**config.mk**
```make
export PLATFORM = sky130hd
export DESIGN_NAME = h3_multi_hash_unit
export DESIGN_NICKNAME = d
export VERILOG_FILES = /design/src/rtl/h3_multi_hash_unit.sv
export SDC_FILE = /design/constraint.sdc
export NUM_CORES = 1
export LEC_CHECK = 0
export ABC_AREA = 1
export BUFFER_PORTS_ARGS = -buffer_cell sky130_fd_sc_hd__buf_2
export CAP_MARGIN = 20
export CORE_MARGIN = 3
export CORE_UTILIZATION = 40
export DETAILED_ROUTE_END_ITERATION = 8
export PLACE_DENSITY = 0.53
export SYNTH_ARGS = -nofsm -noshare
export SYNTH_HDL_FRONTEND = slang
export SYNTH_SLANG_ARGS = --single-unit
```
**constraint.sdc**
```tcl
create_clock -name clk -period 3.1 [get_ports clk]
set_clock_uncertainty 0.1 [all_clocks]
set_input_delay 0.31 -clock clk [delete_from_list [all_inputs] [get_ports clk]]
set_output_delay 0.31 -clock clk [all_outputs]
set_load 0.01 [all_outputs]
```
**src/rtl/h3_multi_hash_unit.sv**
```systemverilog
// Pipelined multi-way H3 hash engine: NUM_HASHES hash functions over one key per cycle,
// with a row-writable matrix and an internal xorshift32 reseed sequencer.
`timescale 1ns/1ps
module h3_multi_hash_unit #(
    parameter int unsigned KEY_WIDTH      = 32,
    parameter int unsigned HASH_ADR_WIDTH = 5,
    parameter int unsigned NUM_HASHES     = 2,
    parameter logic [31:0] SEED           = 32'hACE1_2468,
    localparam int unsigned ROWS          = NUM_HASHES * HASH_ADR_WIDTH,
    localparam int unsigned ROW_W         = (ROWS > 1) ? $clog2(ROWS) : 1
) (
    input  logic                 clk,
    input  logic                 reset_n,
    input  logic                 in_valid,
    output logic                 in_ready,
    input  logic [KEY_WIDTH-1:0] key_in,
    output logic                 out_valid,
    input  logic                 out_ready,
    output logic [KEY_WIDTH-1:0] key_out,
    output logic [ROWS-1:0]      hash_adr_out,
    input  logic                 cfg_we,
    input  logic [ROW_W-1:0]     cfg_row,
    input  logic [KEY_WIDTH-1:0] cfg_data,
    input  logic                 reseed_start,
    input  logic [31:0]          cfg_seed,
    output logic                 cfg_busy,
    output logic                 reseed_done
);

    typedef enum logic [1:0] {StIdle, StDrain, StReseed} state_e;

    state_e               state_q, state_d;
    logic [31:0]          seed_q, seed_d;
    logic [ROW_W-1:0]     row_q, row_d;
    logic                 done_q, done_d;

    logic [KEY_WIDTH-1:0] matrix_q [ROWS];

    logic                 s1_valid_q, s2_valid_q;
    logic [KEY_WIDTH-1:0] s1_key_q, s2_key_q;
    logic [ROWS-1:0]      s2_hash_q, hash_d;

    logic                 s1_free, s2_free, in_accept, cfg_in_range, row_last;
    logic [31:0]          xs_next;
    logic [KEY_WIDTH-1:0] row_val;

    function automatic logic [31:0] xorshift32(input logic [31:0] x);
        logic [31:0] y;
        y = x ^ (x << 13);
        y = y ^ (y >> 17);
        y = y ^ (y << 5);
        return y;
    endfunction

    assign s2_free      = !s2_valid_q || out_ready;
    assign s1_free      = !s1_valid_q || s2_free;
    assign in_ready     = (state_q == StIdle) && s1_free;
    assign in_accept    = in_valid && in_ready;
    assign cfg_in_range = (32'(cfg_row) < ROWS);
    assign row_last     = (row_q == ROW_W'(ROWS - 1));

    assign out_valid    = s2_valid_q;
    assign key_out      = s2_key_q;
    assign hash_adr_out = s2_hash_q;
    assign cfg_busy     = (state_q != StIdle);
    assign reseed_done  = done_q;

    // Row r of the matrix produces bit r of the packed hash vector.
    always_comb begin
        hash_d = '0;
        for (int r = 0; r < ROWS; r++) begin
            hash_d[r] = ^(s1_key_q & matrix_q[r]);
        end
    end

    // The 32-bit generator state is tiled across the key width.
    always_comb begin
        xs_next = xorshift32(seed_q);
        row_val = '0;
        for (int i = 0; i < KEY_WIDTH; i++) begin
            row_val[i] = xs_next[i[4:0]];
        end
    end

    always_comb begin
        state_d = state_q;
        seed_d  = seed_q;
        row_d   = row_q;
        done_d  = 1'b0;
        unique case (state_q)
            StIdle: begin
                if (reseed_start) begin
                    seed_d  = (cfg_seed == '0) ? SEED : cfg_seed;
                    row_d   = '0;
                    // Skip DRAIN when nothing is in flight and nothing enters this cycle.
                    state_d = (!s1_valid_q && !s2_valid_q && !in_accept) ? StReseed : StDrain;
                end
            end
            StDrain: begin
                if (!s1_valid_q && !s2_valid_q) state_d = StReseed;
            end
            StReseed: begin
                seed_d = xs_next;
                row_d  = row_q + 1'b1;
                if (row_last) begin
                    row_d   = '0;
                    done_d  = 1'b1;
                    state_d = StIdle;
                end
            end
            default: state_d = StIdle;
        endcase
    end

    always_ff @(posedge clk or negedge reset_n) begin
        if (!reset_n) begin
            state_q <= StIdle;
            seed_q  <= '0;
            row_q   <= '0;
            done_q  <= 1'b0;
        end else begin
            state_q <= state_d;
            seed_q  <= seed_d;
            row_q   <= row_d;
            done_q  <= done_d;
        end
    end

    always_ff @(posedge clk or negedge reset_n) begin
        if (!reset_n) begin
            for (int r = 0; r < ROWS; r++) matrix_q[r] <= '0;
        end else if (state_q == StReseed) begin
            matrix_q[row_q] <= row_val;
        end else if ((state_q == StIdle) && cfg_we && cfg_in_range) begin
            matrix_q[cfg_row] <= cfg_data;
        end
    end

    always_ff @(posedge clk or negedge reset_n) begin
        if (!reset_n) begin
            s1_valid_q <= 1'b0;
            s2_valid_q <= 1'b0;
            s1_key_q   <= '0;
            s2_key_q   <= '0;
            s2_hash_q  <= '0;
        end else begin
            if (s1_free) begin
                s1_valid_q <= in_accept;
                if (in_accept) s1_key_q <= key_in;
            end
            if (s2_free) begin
                s2_valid_q <= s1_valid_q;
                if (s1_valid_q) begin
                    s2_key_q  <= s1_key_q;
                    s2_hash_q <= hash_d;
                end
            end
        end
    end

endmodule

```
==> out/metrics.csv <==
metric,value,unit
vias_per_cell,5.182,
fp.dieW,272.4,um
synth_top_family_by_area,simple AND/OR/NAND/NOR gates,
dp.final_hpwl,77170,um
grt_overflow,0,
post-route-period-util,87.42,%
critPathLaunchType,flop,
synthMuxAreaShare,0,%
io_buffers,151,
slew_headroom,28.62,%
cpLargestDelayFamily,simple AND/OR/NAND/NOR gates,
fmax,369.0,MHz
worst_slew_pin_slew,1.067,ns
cts_tree,yes,
vias,28709,
fin_util,47.11,%
fin_crit,2.710,ns
synth_edf_count,0,
worstPathRequired,3.47,ns
timing.rr.end,matrix_q[83],
syn2layout_area_growth,16.40,%
r2r-start,state_q[1],
syn_avg_cell_area,6.540,um^2
synthAdderAreaFrac,0,%
synth_seq_area_share,38.34,%
ff_latch_area,10890,um^2
path_clk_slew,0.06,ns
root_buffer,clkbuf_16,
clk_path_buf_depth,3,
synthTopCellsByCount,"2186 x nand2_1, 435 x dfrtp_1, 422 x inv_1",
nets,4664,
ctsResizeCount,0,
synth-simple-area-share,36.11,%
grt_pass1_vias,27158,
synth_area_leaders,"dfrtp_1 38%, nand2_1 29%, inv_1 5.6%",
r2r_cells,10,
final-setup-viol-count,0,
wl_per_cell,18.73,um
yosys_warnings,0,
slowest_stage,nor2_4,
worstSkewPairLatency,0.61,ns
diodes,0,
postSynthCellCount,4341,
core.rowCount,97,
grtUsageTotal,27.95,%
ios,152,
cp-endpoint,matrix_q[83],
path_class,flop to flop,
synthXorXnorAreaFrac,3.103,%
gp_congestion,0.8756,
crit_fanout,37,
yosysTopAreaCell,dfrtp_1,
hold_class,primary input to flop,
maxCapViolCount,0,
synth-compound-area-share,13.35,%
first_pass_iters,8,
synth_area,28390,um^2
wirelength,103800,um
end_kind,flop,
nFillCells,7282,
antenna_found_initial,0,
synth.most_common_cell,nand2_1,
multi_input_area,14990,um^2
htreeDepth,2,
die_area,74200,um^2
path_buf_inv,3,
status,finished clean,
ys_ff_latch,435,
chipHeight,272.4,um
start_util,40.47,%
rsz0062_at_grt,false,
cts_buffers,54,
core-area,70150,um^2
cpPeakStageDelay,0.55,ns
path_depth,10,
drcViolationCount,0,
ys_types,44,
grt_max_degree,90,
synth_top_area_share,38.34,%
final_antenna_net_count,0,
rrSetupSlack,0.39,ns
postCtsSetupRepairBufs,0,
hold_violations,0,
final_max_slew_viol_count,0,
ys.flop_type,dfrtp_1,
grt_pass1_wl,161800,um
clock-sinks,435,
worstPathCellList,inv_1 > nand2_2 > inv_2 > nand2_1 > nor2_4 > nand2_2 > nand2_4 > inv_2 > nand2_1 > o211ai_1,
drtIter0Drc,2441,
drive_above_1_share,9.043,%
async_flop_share,100.0,%
startpoint,state_q[1],
fin_setup_tns,0,ns
syn-num-nets,4447,
worstPathArrival,3.08,ns
[through the flow]
step / cell area, um^2 / hold WS, ns / std cells / setup slack, ns
detailed placement: 30300 / 0.2162 / 5346 / 0.4455
global route: 33050 / 0.05838 / 5540 / 0.2069
CTS: 33050 / 0.003065 / 5540 / 0.4248
finish: 33050 / 0.02934 / 5540 / 0.3901
floorplan: 28390 / -0.08559 / 4341 / 1.299
global placement: 30300 / 0.2165 / 5346 / 0.5238
[worst min-delay path by stage]
stage / startpoint / to / slack, ns / cells after the start
4_1_cts: cfg_seed[13] / seed_q[13] / 0.003 / 3
5_1_grt: cfg_seed[13] / seed_q[13] / 0.06 / 3
2_1_floorplan: reset_n / hash_adr_out[0] / -0.09 / 0
3_3_place_gp: reset_n / key_out[13] / 0.22 / 1
6_report: in_valid / s1_valid_q / 0.03 / 4
3_5_place_dp: reset_n / key_out[13] / 0.22 / 1
[registers in the layout (all words and copies together), names as in the netlist]
signal / cells
row_q: 4
s1_key_q: 32
reseed_done: 1
hash_adr_out: 10
state_q: 2
matrix_q: 320
key_out: 32
s1_valid_q: 1
seed_q: 32
out_valid: 1
[final cells by class]
type / count / share of cell area, %
Clock buffer: 77 / 4.839
Tap cell: 940 / 3.559
Sequential cell: 435 / 32.94
Multi-Input combinational cell: 3276 / 45.35
Timing Repair Buffer: 341 / 7.626
Clock inverter: 21 / 0.5755
Inverter: 450 / 5.112
[placed cells by master (no fill, tap or decap), types with 3 or more instances in the layout]
| cell | count |
|---|---|
| buf_2 | 150 |
| a22oi_1 | 86 |
| buf_4 | 87 |
| inv_2 | 27 |
| clkbuf_16 | 55 |
| o21ai_0 | 129 |
| xor2_1 | 34 |
| o311ai_1 | 7 |
| o21ai_1 | 20 |
| clkbuf_8 | 14 |
| o22ai_1 | 3 |
| a31oi_4 | 7 |
| clkbuf_1 | 8 |
| nor2_1 | 141 |
| bufinv_16 | 3 |
| nor2_2 | 10 |
| nand4_1 | 3 |
| nand2_1 | 2185 |
| nand3_1 | 238 |
| xnor2_1 | 61 |
| a21oi_1 | 107 |
| xnor2_2 | 3 |
| o211ai_1 | 138 |
| inv_1 | 421 |
| o21a_1 | 8 |
| o221ai_1 | 44 |
| or2_2 | 7 |
| dfrtp_1 | 435 |
| a31oi_1 | 4 |
| nor3_4 | 7 |
| nand2_2 | 14 |
| buf_12 | 7 |
| dlygate4sd3_1 | 96 |
| o311ai_0 | 8 |
| clkinv_2 | 15 |
[worst register-to-register path, cell delays in order (launching register included)]
cell and delay [ns]:
dfrtp_1 0.43, inv_1 0.09, nand2_2 0.05, inv_2 0.05, nand2_1 0.13, nor2_4 0.55, nand2_2 0.13, nand2_4 0.33
inv_2 0.40, nand2_1 0.20, o211ai_1 0.10
[kinds of logic (layout without fill, tap and decap cells)]
| kind of cell | after synthesis | after routing |
|---|---|---|
| AND/OR/NAND/NOR | 2609 | 2609 |
| buffers and inverters | 630 | 889 |
| AO/OA/AOI/OAI | 569 | 569 |
| XOR/XNOR | 98 | 98 |
| flip-flops | 435 | 435 |
[per-layer routing]
metal  GRT usage, %  part of all wire [%]
met2          43.95                    44
met5              0                     0
met4          7.286                   2.5
met3          3.515                   7.1
met1          40.60                    46
[timing repair]
action,in CTS,in global routing
hold endpoints to repair,173,0
hold buffers,96,0
setup endpoints to repair,0,0
Power is left out: the tool's default activity adds up to more than one toggle a clock period on the data nets, which glitch-free logic cannot reach.
